==> src/rtl/light_sequencer_pkg.sv <==
// light_sequencer_pkg: shared FSM state encoding and default data width
package light_sequencer_pkg;
  localparam int DW_DEF = 8;
  typedef enum logic [2:0] {
    ST_IDLE,
    ST_REQ,
    ST_WAIT_RD,
    ST_FILT,
    ST_WAIT_WRAP
  } state_t;
endpackage

==> src/rtl/light_tick_gen.sv <==
// light_tick_gen: sample period counter, parked at 0 and silent while disabled
module light_tick_gen #(
  parameter int SAMPLE_PERIOD = 1000000
) (
  input  logic clk,
  input  logic rst,
  input  logic en_i,
  output logic tick_o
);
  localparam int CW = $clog2(SAMPLE_PERIOD);
  localparam logic [CW-1:0] LAST = CW'(SAMPLE_PERIOD - 1);
  logic [CW-1:0] cnt_q, cnt_d;
  // wrap after the last count, hold at 0 while disabled
  always_comb cnt_d = (!en_i || cnt_q == LAST) ? '0 : cnt_q + 1'b1;
  // period counter register
  always_ff @(posedge clk) cnt_q <= rst ? '0 : cnt_d;
  assign tick_o = en_i && cnt_q == LAST;
endmodule

==> src/rtl/light_sequencer.sv <==
// light_sequencer: sample scheduler, sensor read, filter wait and wrap-aligned duty commit
module light_sequencer
  import light_sequencer_pkg::*;
#(
  parameter int SAMPLE_PERIOD = 1000000,
  parameter int RD_TIMEOUT    = 4096,
  parameter int FILTER_LAT    = 2,
  parameter int DW            = DW_DEF
) (
  input  logic          clk,
  input  logic          rst,
  input  logic          en,
  output logic          rd_req,
  input  logic          rd_done,
  input  logic [DW-1:0] rd_data,
  output logic          flt_valid,
  output logic [DW-1:0] flt_data,
  input  logic [DW-1:0] col_r,
  input  logic [DW-1:0] col_g,
  input  logic [DW-1:0] col_b,
  input  logic          pwm_wrap,
  output logic [DW-1:0] duty_r,
  output logic [DW-1:0] duty_g,
  output logic [DW-1:0] duty_b,
  output logic          upd,
  input  logic          err_clr,
  output logic          err_timeout,
  output logic          overrun,
  output logic [15:0]   sample_cnt
);
  localparam int TW = $clog2(RD_TIMEOUT);
  localparam int LW = $clog2(FILTER_LAT + 1);
  localparam logic [TW-1:0] TMO_LAST = TW'(RD_TIMEOUT - 1);
  localparam logic [LW-1:0] LAT_LAST = LW'(FILTER_LAT);
  state_t        state_q;
  logic          tick;
  logic [TW-1:0] tmo_q;
  logic [LW-1:0] lat_q;
  logic [DW-1:0] sh_r_q, sh_g_q, sh_b_q;
  logic [DW-1:0] flt_data_q, duty_r_q, duty_g_q, duty_b_q;
  logic          rd_req_q, flt_valid_q, upd_q, err_q, ovr_q;
  logic [15:0]   cnt_q;
  light_tick_gen #(.SAMPLE_PERIOD(SAMPLE_PERIOD)) u_tick (
    .clk   (clk),
    .rst   (rst),
    .en_i  (en),
    .tick_o(tick)
  );
  // sequencer FSM; flag sets are placed after the clear so a same-cycle set wins
  always_ff @(posedge clk) begin
    if (rst) begin
      state_q     <= ST_IDLE;
      tmo_q       <= '0;
      lat_q       <= '0;
      sh_r_q      <= '0;
      sh_g_q      <= '0;
      sh_b_q      <= '0;
      flt_data_q  <= '0;
      duty_r_q    <= '0;
      duty_g_q    <= '0;
      duty_b_q    <= '0;
      rd_req_q    <= 1'b0;
      flt_valid_q <= 1'b0;
      upd_q       <= 1'b0;
      err_q       <= 1'b0;
      ovr_q       <= 1'b0;
      cnt_q       <= '0;
    end else begin
      rd_req_q    <= 1'b0;
      flt_valid_q <= 1'b0;
      upd_q       <= 1'b0;
      if (err_clr) begin
        err_q <= 1'b0;
        ovr_q <= 1'b0;
      end
      if (tick && state_q != ST_IDLE) ovr_q <= 1'b1;
      case (state_q)
        ST_IDLE: if (tick) begin
          state_q  <= ST_REQ;
          rd_req_q <= 1'b1;
        end
        ST_REQ: begin
          state_q <= ST_WAIT_RD;
          tmo_q   <= '0;
        end
        ST_WAIT_RD: if (rd_done) begin
          flt_data_q  <= rd_data;
          flt_valid_q <= 1'b1;
          lat_q       <= '0;
          state_q     <= ST_FILT;
        end else if (tmo_q == TMO_LAST) begin
          err_q   <= 1'b1;
          state_q <= ST_IDLE;
        end else tmo_q <= tmo_q + 1'b1;
        ST_FILT: if (lat_q == LAT_LAST) begin
          sh_r_q  <= col_r;
          sh_g_q  <= col_g;
          sh_b_q  <= col_b;
          state_q <= ST_WAIT_WRAP;
        end else lat_q <= lat_q + 1'b1;
        ST_WAIT_WRAP: if (pwm_wrap) begin
          duty_r_q <= sh_r_q;
          duty_g_q <= sh_g_q;
          duty_b_q <= sh_b_q;
          upd_q    <= 1'b1;
          cnt_q    <= cnt_q + 1'b1;
          state_q  <= ST_IDLE;
        end
        default: state_q <= ST_IDLE;
      endcase
    end
  end
  assign rd_req      = rd_req_q;
  assign flt_valid   = flt_valid_q;
  assign flt_data    = flt_data_q;
  assign duty_r      = duty_r_q;
  assign duty_g      = duty_g_q;
  assign duty_b      = duty_b_q;
  assign upd         = upd_q;
  assign err_timeout = err_q;
  assign overrun     = ovr_q;
  assign sample_cnt  = cnt_q;
endmodule

==> config.mk <==
export PLATFORM = sky130hd
export DESIGN_NAME = light_sequencer
export DESIGN_NICKNAME = d
export VERILOG_FILES = /design/src/rtl/light_sequencer_pkg.sv /design/src/rtl/light_tick_gen.sv /design/src/rtl/light_sequencer.sv
export SDC_FILE = /design/constraint.sdc
export NUM_CORES = 1
export LEC_CHECK = 0
export ABC_AREA = 1
export ABC_CLOCK_PERIOD_IN_PS = 2000
export CAP_MARGIN = 5
export CORE_MARGIN = 3
export CORE_UTILIZATION = 52
export DETAILED_ROUTE_END_ITERATION = 12
export GPL_ROUTABILITY_DRIVEN = 0
export PLACE_DENSITY = 0.8
export SYNTH_ARGS = -nofsm -noshare
export SYNTH_HDL_FRONTEND = slang
export SYNTH_SLANG_ARGS = --single-unit
==> constraint.sdc <==
create_clock -name clk -period 2 [get_ports clk]
set_input_delay 0.2 -clock clk [delete_from_list [all_inputs] [get_ports clk]]
set_output_delay 0.2 -clock clk [all_outputs]
set_load 0.05 [all_outputs]
After elaboration in Yosys (flattened, before gate mapping)

Cells that the tools add are included.

Register bits: 114
Input bits: 38
Output and inout bits: 53

Add/sub/neg operators: 4
Equality and inequality tests: 15
Mux-type cells: 21
Bitwise gates (word level): 3
Reduce and logical (&&, ||, !) cells: 19

Operators with widths:

| operator                                      | count |
|---|---|
| 2-to-1 mux 12 bit                             | 2 |
| one-hot mux 12 bit (2 select lines)           | 1 |
| adder 20 x 1 -> 20 bit, second input constant | 1 |
| == test 20 bit, second input constant         | 1 |
| adder 16 x 1 -> 16 bit, second input constant | 1 |
| 2-to-1 mux 3 bit                              | 5 |
| one-hot mux 3 bit (5 select lines)            | 1 |
| != test 2 bit, second input constant          | 7 |
| adder 12 x 1 -> 12 bit, second input constant | 1 |
| == test 12 bit, second input constant         | 1 |
| 2-to-1 mux 1 bit                              | 9 |
| OR reduction 2 bit                            | 4 |
| == test 3 x 2 -> 1 bit, second input constant | 2 |
| AND reduction 2 bit                           | 3 |
| AND reduction 3 bit                           | 2 |
| nonzero test 2 bit                            | 3 |
| 2-to-1 mux 2 bit                              | 2 |
| one-hot mux 2 bit (2 select lines)            | 1 |
| AND reduction 4 bit                           | 1 |
| == test 3 x 1 -> 1 bit, second input constant | 1 |
| == test 3 bit, second input constant          | 1 |
| zero test 3 bit                               | 1 |
| != test 3 bit, second input constant          | 1 |
| inverter 1 bit                                | 3 |
| other kinds (6)                               | 7 |

Depth between registers and ports, before layout

Depth after elaboration: 4
Depth in mapped cells: 10

Modules after synthesis

From an unflattened synthesis, not the netlist that was laid out.

Cells, all modules: 707
Area total of the unflattened synthesis: 4986.0 um2

Modules (own cells, without submodules):

| module          | times used | cells each | area each (um2) | seq. area each (um2) |
|---|---|---|---|---|
| light_sequencer | 1          | 524        | 3858.7          | 1881.8 |
| light_tick_gen  | 1          | 183        | 1127.3          | 400.4 |

Worst setup path after synthesis

Ideal clock, no wire load.

Path type: register -> register
From: register cnt_q[0], in the netlist sample_cnt[0]
To: register cnt_q[8], in the netlist sample_cnt[8]
Arrival time: 1.505 ns
Required time: 1.883 ns
Path slack: 0.379 ns
Cell stages (with the launch flop): 8
Path buffers: 0
Clock period less this slack: 1.621 ns
Path through: dfxtp_1 -> ha_1 -> inv_1 -> nor2_2 -> and3_2 -> nand3_1 -> nand2_1 -> nor2_1

Word-level cells in the longest chain between the ends: 1

Ends and longest elaborated chain:

| item                   | line                   | source |
|---|---|---|
| from (decl)            | light_sequencer.sv:42  | `logic [15:0] cnt_q;` |
| from (signal assigned) | light_sequencer.sv:106 | `cnt_q <= cnt_q + 1'b1;` |
| adder 16 x 1 -> 16 bit | light_sequencer.sv:106 |  |

No other way between the ends.
A chain may end at the register's enable or synchronous reset.

Final worst setup path

From: register cnt_q[14], in the netlist sample_cnt[14]
To: output port sample_cnt[14]

RTL lines:

| item      | line                  | source |
|---|---|---|
| to (decl) | light_sequencer.sv:29 | `output logic [15:0] sample_cnt` |

No word-level cell between the ends.

==> impl_metrics.env <==
export IMPL_yosysUniqueCellTypes=33
export IMPL_total_power_mw=5.93
export IMPL_track_usage_pct=23.3
export IMPL_worst_pin_slew_ps=634
export IMPL_power_per_cell_area_nw_per_um2=922
export IMPL_cts_sinks=114
export IMPL_synth_area_leaders="dfxtp_1 47%, nand2_1 13%, a21oi_1 8.0%"
export IMPL_final_antenna_net_count=0
export IMPL_grt_max_degree=63
export IMPL_synth_top_family_by_area="simple AND/OR/NAND/NOR gates"
export IMPL_cp_required_ps=1800
export IMPL_synthTopCellsByCount="166 x nand2_1, 114 x dfxtp_1, 81 x nor2_1"
export IMPL_syn_num_nets=706
export IMPL_grt_overflow=0
export IMPL_avgSynthCellArea_um2=7.38
export IMPL_synth_compound_area_share_pct=11.3
export IMPL_synthArstFlopShare_pct=0
export IMPL_hpwl_um=8230
export IMPL_path_class="register to primary output"
export IMPL_hold_start="rst"
export IMPL_via_count=4724
export IMPL_yosysWarnings=0
export IMPL_synthMuxAreaShare_pct=0
export IMPL_critPathArrivalTime_ps=1750
export IMPL_drc=0
export IMPL_grt_pass1_vias=4530
export IMPL_cts_tree="yes"
export IMPL_synth_area_um2=4900
export IMPL_timing_max_transition_violations_final=0
export IMPL_min_period_ps=1950
export IMPL_rr_endpoint="tmo_q[3]"
export IMPL_synth_most_common_cell="nand2_1"
export IMPL_final_nets=797
export IMPL_core_area_um2=8930
export IMPL_synth_seq_cells=114
export IMPL_slowest_delay_ps=840
export IMPL_cts_made_buffers=17
export IMPL_clock_path_buffers=2
export IMPL_die_area_um2=10600
export IMPL_crit_chain="clkdlybuf4s50_1"
export IMPL_hold_viol_final=0
export IMPL_wirelength_um=12000
export IMPL_start_util_pct=54.8
export IMPL_hold_depth=4
export IMPL_relSlewSlack_pct=57.7
export IMPL_ys_seq_area_share_pct=46.6
export IMPL_largest_reg_flops=20
export IMPL_path_buf_inv=1
export IMPL_rrSetupSlack_ps=330
export IMPL_synth_edf_count=0
export IMPL_htree_num_levels=4
export IMPL_portBuffers=90
export IMPL_synth_simple_area_share_pct=31.8
export IMPL_drtPass1Iterations=5
export IMPL_crit_fanout=4
export IMPL_antenna_found_initial=0
export IMPL_holdPathEnd="state_q[0]"
export IMPL_clkTransAtPathRegs_ps=60
export IMPL_fin_skew_ps=10.1
export IMPL_clockRootBuffer="clkbuf_8"
export IMPL_fmax_mhz=513
export IMPL_rows=34
export IMPL_cp_end_kind="primary output"
export IMPL_cp_slowest_cell="clkdlybuf4s50_1"
export IMPL_synthXorXnorAreaFrac_pct=2.50
export IMPL_p_leak_nw=2.41
export IMPL_clk_latency_ps=510
export IMPL_synth_ff_type="dfxtp_1"
export IMPL_area_delta_synth_final_pct=31.3
export IMPL_antenna_cells=0
export IMPL_fin_crit_sh_pct=97.5
export IMPL_hold_path_class="primary input to register"
export IMPL_start_kind="register"
export IMPL_drt_iter0_drc=260
export IMPL_grt_pass1_wl_um=19800
export IMPL_via_per_inst=5.39
export IMPL_rsz0062_at_grt="false"
export IMPL_ff2ff_path_depth=9
export IMPL_pin_count=91
export IMPL_fin_tns_setup_ps=0
export IMPL_reg2reg_from="tmo_q[1]"
export IMPL_maxCapViolCount=0
export IMPL_syn_inst=664
export IMPL_synth_fa_ha_area_share_pct=1.02
export IMPL_die_h_um=103
export IMPL_synth_top_cell_by_area="dfxtp_1"
export IMPL_peakVddDrop_v=0.000578
export IMPL_cp_top_family="buffers and inverters"
export IMPL_top_register="u_tick.cnt_q"
export IMPL_drive_gt1_share_pct=9.38
export IMPL_wire_per_inst_um=13.7
export IMPL_synth_top_area_share_pct=46.6
export IMPL_finalSetupViolCount=0
export IMPL_outcome="finished clean"
export IMPL_die_w_um=103
export IMPL_fillCellCount=691
[area by class of cell]
cell class	count	area (µm²)	area share, %
tap	108	135	2.10
inverter	56	210	3.27
multi-input combinational	469	2280	35.5
clock inverter	12	106	1.65
timing repair buffer	97	961	14.9
clock buffer	20	455	7.08
sequential	114	2280	35.5
[timing repair]
action,4_1_cts,5_1_grt
gates resized for setup,0,5
buffers inserted,0,0
hold endpoints to repair,0,0
hold buffers,0,0
setup endpoints to repair,0,5
[how the worst max path moves through the flow]
| stage | from | end | slack [ps] | cells past startpoint |
|---|---|---|---|---|
| finish | sample_cnt[14] | sample_cnt[14] | 50 | 1 |
| global route | sample_cnt[8] | sample_cnt[8] | 0.3 | 1 |
| CTS | sample_cnt[0] | sample_cnt[0] | 20 | 1 |
| detailed placement | pwm_wrap | sample_cnt[13] | 270 | 8 |
| global placement | pwm_wrap | sample_cnt[13] | 300 | 8 |
| floorplan | sample_cnt[0] | sample_cnt[8] | 380 | 7 |
[layer usage]
| layer | GRT usage [%] | up-vias | part of all wire, % |
|---|---|---|---|
| met5 | 0 | - | 0 |
| met4 | 8.07 | 0 | 1.6 |
| met3 | 6.43 | 18 | 6.0 |
| met2 | 40.3 | 158 | 51 |
| met1 | 27.8 | 2219 | 42 |
| li1 | - | 2329 | - |
[cell usage in the layout, fill, tap and decap left out]
cell type | synthesis | layout
o21ai_1 | 1 | 1
nor3_4 | 1 | 1
clkinv_4 | 0 | 2
nand2_2 | 4 | 4
clkbuf_16 | 0 | 16
or2_2 | 2 | 2
ha_1 | 4 | 4
a21oi_1 | 78 | 78
buf_2 | 9 | 1
dlymetal6s2s_1 | 0 | 5
xnor2_1 | 6 | 6
nand3_1 | 50 | 50
nand2_1 | 166 | 166
nand4_4 | 1 | 1
clkdlybuf4s50_1 | 0 | 84
nor4_4 | 1 | 1
inv_2 | 2 | 2
nor2_1 | 81 | 81
and3_2 | 1 | 1
nand4_1 | 9 | 9
nand2_4 | 1 | 1
inv_1 | 54 | 54
nor2_2 | 4 | 4
clkbuf_8 | 0 | 4
clkinvlp_4 | 0 | 4
bufinv_16 | 0 | 1
buf_4 | 1 | 7
inv_6 | 0 | 1
nor2_4 | 2 | 2
nor3_1 | 11 | 11
xor2_1 | 8 | 8
nor3b_1 | 2 | 2
a31oi_1 | 1 | 1
nand3b_1 | 4 | 4
nand3_2 | 6 | 6
dfxtp_1 | 114 | 114
a21oi_2 | 6 | 6
clkinv_2 | 0 | 4
o21ai_2 | 1 | 1
o21ai_0 | 18 | 18
[where the power goes]
group | switching, mW | leakage (nW) | internal [mW]
registers | 0.0537 | 0.919 | 2.35
clock network | 1.04 | 0.269 | 1.74
logic | 0.493 | 1.23 | 0.252
[kinds of logic (layout without fill, tap and decap cells)]
kind of cell	count (synthesis)	after routing
flip-flops	114	114
adder cells (fa/ha/maj)	4	4
AO/OA/AOI/OAI	105	105
XOR/XNOR	14	14
AND/OR/NAND/NOR	346	346
buffers and inverters	81	185
[stage by stage]
stage / hold WS, ps / setup slack [ps] / cell area, µm² / utilization, % / cells
after CTS: 179 / 23.3 / 6420 / 71.9 / 876
after global routing: 234 / 0.346 / 6430 / 72.0 / 876
final: 215 / 50.1 / 6430 / 72.0 / 876
after floorplan: 344 / 379 / 4900 / - / 664
after detailed placement: 426 / 272 / 5860 / 65.6 / 844
after global placement: 411 / 301 / 5860 / 65.6 / 844
No activity file was read; power rests on OpenSTA's default activity.
